==> src/rtl/vector_mem_sequencer.sv <==
`default_nettype none
// =============================================================================
// Module      : vector_mem_sequencer
// Description : Splits one scalar or vector load/store into a burst of N-bit
//               beats on the data-memory port and reassembles read beats.
//               Optional VEC_MEM_STRIDE_EN adds a byte-stride input.
// Revision    : 1.0 - initial release
// =============================================================================
module vector_mem_sequencer #(
    parameter int N      = 32,
    parameter int V      = 256,
    parameter int RD_LAT = 1
) (
    input  logic             clk,
    input  logic             rst,
    input  logic             Start,
    input  logic             IsVector,
    input  logic             IsWrite,
    input  logic [N-1:0]     Address,
`ifdef VEC_MEM_STRIDE_EN
    input  logic [N-1:0]     Stride,
`endif
    input  logic [N-1:0]     WriteDataS,
    input  logic [V-1:0]     WriteDataV,
    output logic             Busy,
    output logic             Done,
    output logic [N-1:0]     ReadDataS,
    output logic [V-1:0]     ReadDataV,
    output logic [N-1:0]     AddressData,
    output logic [N/8-1:0]   ByteenaData,
    output logic [N-1:0]     WriteData,
    output logic             RdenData,
    output logic             WrenData,
    input  logic [N-1:0]     ReadData
);

    localparam int           BEATS     = V / N;
    localparam int           CW        = $clog2(BEATS + 1);
    localparam logic [N-1:0] ADDR_MASK = ~N'(3);

    typedef enum logic [1:0] {
        S_IDLE  = 2'd0,
        S_WRITE = 2'd1,
        S_READ  = 2'd2,
        S_DRAIN = 2'd3
    } state_t;

    state_t              state_q, state_d;
    logic                is_vec_q, is_vec_d;
    logic [N-1:0]        next_addr_q, next_addr_d;
    logic [V-1:0]        wsh_q, wsh_d;
    logic [CW-1:0]       beat_q, beat_d;
    logic [CW-1:0]       cnt_q, cnt_d;
    logic [V-1:0]        cap_q, cap_d;
    logic [RD_LAT-1:0]   vld_q, vld_d;
    logic                busy_q, busy_d;
    logic                done_q, done_d;
    logic [N-1:0]        rd_s_q, rd_s_d;
    logic [V-1:0]        rd_v_q, rd_v_d;
    logic [N-1:0]        addr_q, addr_d;
    logic [N/8-1:0]      be_q, be_d;
    logic [N-1:0]        wdata_q, wdata_d;
    logic                rden_q, rden_d;
    logic                wren_q, wren_d;

    logic [N-1:0]        w_base;
    logic [N-1:0]        w_stride_start;
    logic [N-1:0]        w_stride;
    logic [CW-1:0]       w_nb;

`ifdef VEC_MEM_STRIDE_EN
    logic [N-1:0]        stride_q, stride_d;
    assign w_stride_start = Stride;
    assign w_stride       = stride_q;
`else
    assign w_stride_start = N'(N / 8);
    assign w_stride       = N'(N / 8);
`endif

    assign w_base = Address & ADDR_MASK;
    assign w_nb   = is_vec_q ? CW'(BEATS) : CW'(1);

    always_comb begin
        state_d     = state_q;
        is_vec_d    = is_vec_q;
        next_addr_d = next_addr_q;
        wsh_d       = wsh_q;
        beat_d      = beat_q;
        cnt_d       = cnt_q;
        cap_d       = cap_q;
        vld_d       = (vld_q << 1) | RD_LAT'(rden_q);
        rd_s_d      = rd_s_q;
        rd_v_d      = rd_v_q;
        addr_d      = '0;
        be_d        = '0;
        wdata_d     = '0;
        rden_d      = 1'b0;
        wren_d      = 1'b0;
        done_d      = 1'b0;
`ifdef VEC_MEM_STRIDE_EN
        stride_d    = stride_q;
`endif

        // Returning read words land in the capture buffer regardless of state.
        if (vld_q[RD_LAT-1]) begin
            for (int k = 0; k < BEATS; k++) begin
                if (cnt_q == CW'(k)) begin
                    cap_d[k*N +: N] = ReadData;
                end
            end
            cnt_d = cnt_q + 1'b1;
        end

        case (state_q)
            S_IDLE: begin
                if (Start) begin
                    // Beat 0 is issued on the accepting edge so it appears one cycle later.
                    is_vec_d    = IsVector;
                    beat_d      = CW'(1);
                    cnt_d       = '0;
                    addr_d      = w_base;
                    next_addr_d = w_base + w_stride_start;
                    be_d        = '1;
                    wsh_d       = WriteDataV >> N;
`ifdef VEC_MEM_STRIDE_EN
                    stride_d    = Stride;
`endif
                    if (IsWrite) begin
                        state_d = S_WRITE;
                        wren_d  = 1'b1;
                        wdata_d = IsVector ? WriteDataV[N-1:0] : WriteDataS;
                    end else begin
                        state_d = S_READ;
                        rden_d  = 1'b1;
                    end
                end
            end
            S_WRITE, S_READ: begin
                if (beat_q == w_nb) begin
                    state_d = (state_q == S_WRITE) ? S_IDLE : S_DRAIN;
                    done_d  = (state_q == S_WRITE);
                end else begin
                    addr_d      = next_addr_q & ADDR_MASK;
                    next_addr_d = next_addr_q + w_stride;
                    be_d        = '1;
                    beat_d      = beat_q + 1'b1;
                    if (state_q == S_WRITE) begin
                        wren_d  = 1'b1;
                        wdata_d = wsh_q[N-1:0];
                        wsh_d   = wsh_q >> N;
                    end else begin
                        rden_d  = 1'b1;
                    end
                end
            end
            S_DRAIN: begin
                if (cnt_d == w_nb) begin
                    state_d = S_IDLE;
                    done_d  = 1'b1;
                    if (is_vec_q) begin
                        rd_v_d = cap_d;
                    end else begin
                        rd_s_d = cap_d[N-1:0];
                    end
                end
            end
            default: state_d = S_IDLE;
        endcase

        busy_d = (state_d != S_IDLE);
    end

    always_ff @(posedge clk or negedge rst) begin
        if (!rst) begin
            state_q     <= S_IDLE;
            is_vec_q    <= 1'b0;
            next_addr_q <= '0;
            wsh_q       <= '0;
            beat_q      <= '0;
            cnt_q       <= '0;
            cap_q       <= '0;
            vld_q       <= '0;
            busy_q      <= 1'b0;
            done_q      <= 1'b0;
            rd_s_q      <= '0;
            rd_v_q      <= '0;
            addr_q      <= '0;
            be_q        <= '0;
            wdata_q     <= '0;
            rden_q      <= 1'b0;
            wren_q      <= 1'b0;
`ifdef VEC_MEM_STRIDE_EN
            stride_q    <= '0;
`endif
        end else begin
            state_q     <= state_d;
            is_vec_q    <= is_vec_d;
            next_addr_q <= next_addr_d;
            wsh_q       <= wsh_d;
            beat_q      <= beat_d;
            cnt_q       <= cnt_d;
            cap_q       <= cap_d;
            vld_q       <= vld_d;
            busy_q      <= busy_d;
            done_q      <= done_d;
            rd_s_q      <= rd_s_d;
            rd_v_q      <= rd_v_d;
            addr_q      <= addr_d;
            be_q        <= be_d;
            wdata_q     <= wdata_d;
            rden_q      <= rden_d;
            wren_q      <= wren_d;
`ifdef VEC_MEM_STRIDE_EN
            stride_q    <= stride_d;
`endif
        end
    end

    assign Busy        = busy_q;
    assign Done        = done_q;
    assign ReadDataS   = rd_s_q;
    assign ReadDataV   = rd_v_q;
    assign AddressData = addr_q;
    assign ByteenaData = be_q;
    assign WriteData   = wdata_q;
    assign RdenData    = rden_q;
    assign WrenData    = wren_q;

endmodule
`default_nettype wire
==> config.mk <==
export PLATFORM = sky130hd
export DESIGN_NAME = vector_mem_sequencer
export DESIGN_NICKNAME = d
export VERILOG_FILES = /design/src/rtl/vector_mem_sequencer.sv
export SDC_FILE = /design/constraint.sdc
export NUM_CORES = 1
export LEC_CHECK = 0
export BUFFER_PORTS_ARGS = -buffer_cell sky130_fd_sc_hd__buf_2
export CAP_MARGIN = 30
export CELL_PAD_IN_SITES_DETAIL_PLACEMENT = 1
export CELL_PAD_IN_SITES_GLOBAL_PLACEMENT = 2
export CORE_AREA = 2 2 284 398
export DETAILED_ROUTE_END_ITERATION = 8
export DIE_AREA = 0 0 286 400
export PLACE_DENSITY_LB_ADDON = 0.25
export RECOVER_POWER = 100
export SLEW_MARGIN = 20
export SYNTH_ARGS = -nofsm -noshare
export SYNTH_HDL_FRONTEND = slang
export SYNTH_SLANG_ARGS = --single-unit
==> constraint.sdc <==
create_clock -name clk -period 3.4 [get_ports clk]
set_clock_uncertainty 0.2 [all_clocks]
set_input_delay 0.68 -clock clk [delete_from_list [all_inputs] [get_ports clk]]
set_output_delay 0.68 -clock clk [all_outputs]
set_load 0.05 [all_outputs]
==> flow_metrics.tcl <==
set metrics [dict create \
    rrSetupSlack_ps 200 \
    clk_transition_reported_paths_ps 60 \
    failed_checks "capacitance limit, slew limit" \
    timing.max_cap.violations 3 \
    rsz0062_at_grt "false" \
    number_of_distinct_library_cell_variants_in_the_gate_level_netlist_after_synthesis 62 \
    critical_path_class "register to register" \
    synth.area.top_cells "sky130_fd_sc_hd__dfrtp_1 (60%), sky130_fd_sc_hd__mux2_2 (9.2%), sky130_fd_sc_hd__mux2i_1 (7.7%)" \
    synthesis.area_mm2 0.0363 \
    setup_tns_ps 0 \
    power_density_mw_per_mm2 503 \
    worst_slack_ps 198 \
    gpl.final_weighted_congestion 0.816 \
    layout.nets 4058 \
    max_freq_mhz 312 \
    drt_pass1_iterations 4 \
    path_max_fanout 75 \
    worst_hold_slack_ps 69.0 \
    preCtsSetupSlack_ps 200 \
    endpoint "wsh_q[8]" \
    yosysMostFrequentCell "sky130_fd_sc_hd__dfrtp_1" \
    postSynthAreaPerCell_um2 12.3 \
    detailed_place_hpwl_um 80400 \
    post_cts.resized_instances 0 \
    fp.dieH_um 400 \
    via_count 25100 \
    finalSetupViolCount 0 \
    rows 145 \
    first_global_vias 26700 \
    synth_edf_count 0 \
    routed_via_density 4.78 \
    timing.final.crit_share 0.942 \
    post-route-drc-count 0 \
    die_span_x_um 286 \
    synth_seq_area_share 0.605 \
    die-area_mm2 0.114 \
    outcome "finished with violations" \
    groute.usage.overall 0.198 \
    placeableCoreArea_mm2 0.111 \
    ctsRootBufferMaster "sky130_fd_sc_hd__clkbuf_16" \
    grt_start_max_net_pins 123 \
    grt_remaining_overflow 0 \
    regToRegEndpoint "wsh_q[8]" \
    syn_inst 2949 \
    worst_r2r_path_depth 7 \
    maxSlewViolCount 198 \
    tritoncts "built" \
    synth_area_leader_cell "sky130_fd_sc_hd__dfrtp_1" \
    cts.sinks 877 \
    worst-slew-pin-transition_ps 1690 \
    n_fill_cell 12300 \
    antenna_violating_nets_post_route 0 \
    grt_first_pass_wirelength_um 171000 \
    area_delta_synth_final_pct 23.3 \
    yosysWarningCount 0 \
    category_of_the_worst_setup_path_launch_point "register" \
    vdd_drop_max_v 0.000410 \
    timing.rr.start "state_q[0]" \
    wp_data_required_ps 3750 \
    antenna_found_initial 68 \
    cp_data_arrival_time_ps 3550 \
    cts_made_buffers 92 \
    timing.max_slew.rel_slack -0.130 \
    post_synth_most_frequent_cells "sky130_fd_sc_hd__dfrtp_1 (877), sky130_fd_sc_hd__nand2_1 (419), sky130_fd_sc_hd__mux2_2 (298)" \
    drive_gt1_frac 0.221 \
    worst_setup_startpoint "state_q[0]" \
    flip_flop_and_latch_count_after_synthesis 877 \
    synthDominantCellAreaShare 0.605 \
    ys.flop_type "sky130_fd_sc_hd__dfrtp_1" \
    detail_route.iter0.violations 961 \
    max-clock-path-buffers 3 \
    hold_viol_final 0 \
    routed_wire_length_per_instance_um 21.6 \
    start_util 0.327 \
    final_period_minus_worst_setup_slack_ps 3200 \
    ios 717 \
    clkLatencyLatePin_ps 700 \
    asyncSetResetFlopFracSynth 1.00 \
    port_buffer_count 712 \
    htreeDepth 3 \
    wirelength_um 114000 \
    hold_path.class "input pin to register" \
    final_core_util 0.403 \
    end_kind "register" \
    p_leak_nw 20.4 \
]
worst max-delay path, stage by stage (launching register included):
cell and delay, ps:
sky130_fd_sc_hd__dfrtp_1 470, sky130_fd_sc_hd__inv_2 100, sky130_fd_sc_hd__ha_4 440, sky130_fd_sc_hd__buf_12 250, sky130_fd_sc_hd__buf_4 360, sky130_fd_sc_hd__buf_6 740, sky130_fd_sc_hd__mux2i_1 340, sky130_fd_sc_hd__o21ai_0 100
cell usage in the layout (no fill, tap or decap), types with 23 or more instances in the layout:
| master | Yosys | final |
|---|---|---|
| sky130_fd_sc_hd__a21oi_1 | 79 | 78 |
| sky130_fd_sc_hd__buf_2 | 69 | 354 |
| sky130_fd_sc_hd__buf_4 | 5 | 23 |
| sky130_fd_sc_hd__clkbuf_1 | 105 | 397 |
| sky130_fd_sc_hd__clkbuf_16 | 0 | 93 |
| sky130_fd_sc_hd__clkbuf_2 | 0 | 29 |
| sky130_fd_sc_hd__dfrtp_1 | 877 | 877 |
| sky130_fd_sc_hd__diode_2 | 0 | 29 |
| sky130_fd_sc_hd__dlygate4sd3_1 | 0 | 31 |
| sky130_fd_sc_hd__inv_1 | 39 | 39 |
| sky130_fd_sc_hd__mux2_1 | 156 | 216 |
| sky130_fd_sc_hd__mux2_2 | 298 | 238 |
| sky130_fd_sc_hd__mux2i_1 | 280 | 280 |
| sky130_fd_sc_hd__nand2_1 | 419 | 419 |
| sky130_fd_sc_hd__nand3_1 | 59 | 59 |
| sky130_fd_sc_hd__nor2_1 | 104 | 104 |
| sky130_fd_sc_hd__o21ai_0 | 280 | 280 |
what timing repair did:
action,in CTS,in global routing
setup endpoints to repair,0,0
setup buffers,0,0
hold buffers,31,0
hold endpoints to repair,67,0
cells by family (layout without fill, tap and decap cells):
family / after synthesis / after routing / share of synthesized area
adders and majority gates: 11 / 11 / 0.00379
other: 1 / 31 / 0.000103
xor gates and xnor gates: 32 / 32 / 0.00772
AOI/OAI and AO/OA: 411 / 411 / 0.0612
buffers and inverters: 226 / 1040 / 0.0265
muxes: 735 / 735 / 0.218
and+or+nand+nor: 656 / 656 / 0.0778
DFF: 877 / 877 / 0.605
worst min-delay path by stage:
stage	startpoint	to	slack (ps)	cells past startpoint
4_1_cts	Address[18]	AddressData[18]	8	3
2_1_floorplan	rst	AddressData[10]	180	0
3_5_place_dp	RdenData	vld_q	180	0
6_report	Address[10]	AddressData[10]	70	3
5_1_grt	Address[15]	AddressData[15]	40	3
3_3_place_gp	RdenData	vld_q	180	0
power breakdown:
| part | switching [mW] | internal [mW] | total [mW] |
|---|---|---|---|
| Clock | 4.46 | 6.16 | 10.6 |
| Combinational | 0.862 | 0.382 | 1.24 |
| Sequential | 0.0592 | 10.6 | 10.7 |
| Total | 5.38 | 17.1 | 22.5 |
flip-flops by register name, summed over array words and instances, names as in the netlist, 30 cells and up:
register,count
next_addr_q,30
AddressData,30
wsh_q,224
WriteData,32
cap_q,256
ReadDataV,256
ReadDataS,32
through the flow:
stage	cells	power (mW)	instance area (µm²)
after floorplan	2950	11.4	36300
after global routing	5255	23.4	44700
after global placement	5035	12.1	42100
final	5263	22.5	44800
after CTS	5234	23.0	45600
after detailed placement	5035	12.2	42100
final cells by class:
class                           count  area (µm²)  area share
Inverter                           40         150     0.00335
Multi-Input combinational cell   1847       13400       0.300
Timing Repair Buffer              832        4100      0.0917
Clock inverter                     34         520      0.0116
Tap cell                         1470        1840      0.0411
Clock buffer                      134        2690      0.0601
Sequential cell                   877       21900       0.490
Antenna cell                       29        72.6     0.00162
metal layers:
metal | vias up | share of wire | global-route usage | wire, µm
met2 | 620 | 0.48 | 0.328 | 55000
li1 | 11700 | - | - | -
met3 | 222 | 0.067 | 0.0559 | 7680
met5 | - | 0.0025 | 0 | 281
met1 | 12600 | 0.41 | 0.240 | 46800
met4 | 44 | 0.036 | 0.0865 | 4110
No activity file was read; power rests on OpenSTA's default activity.
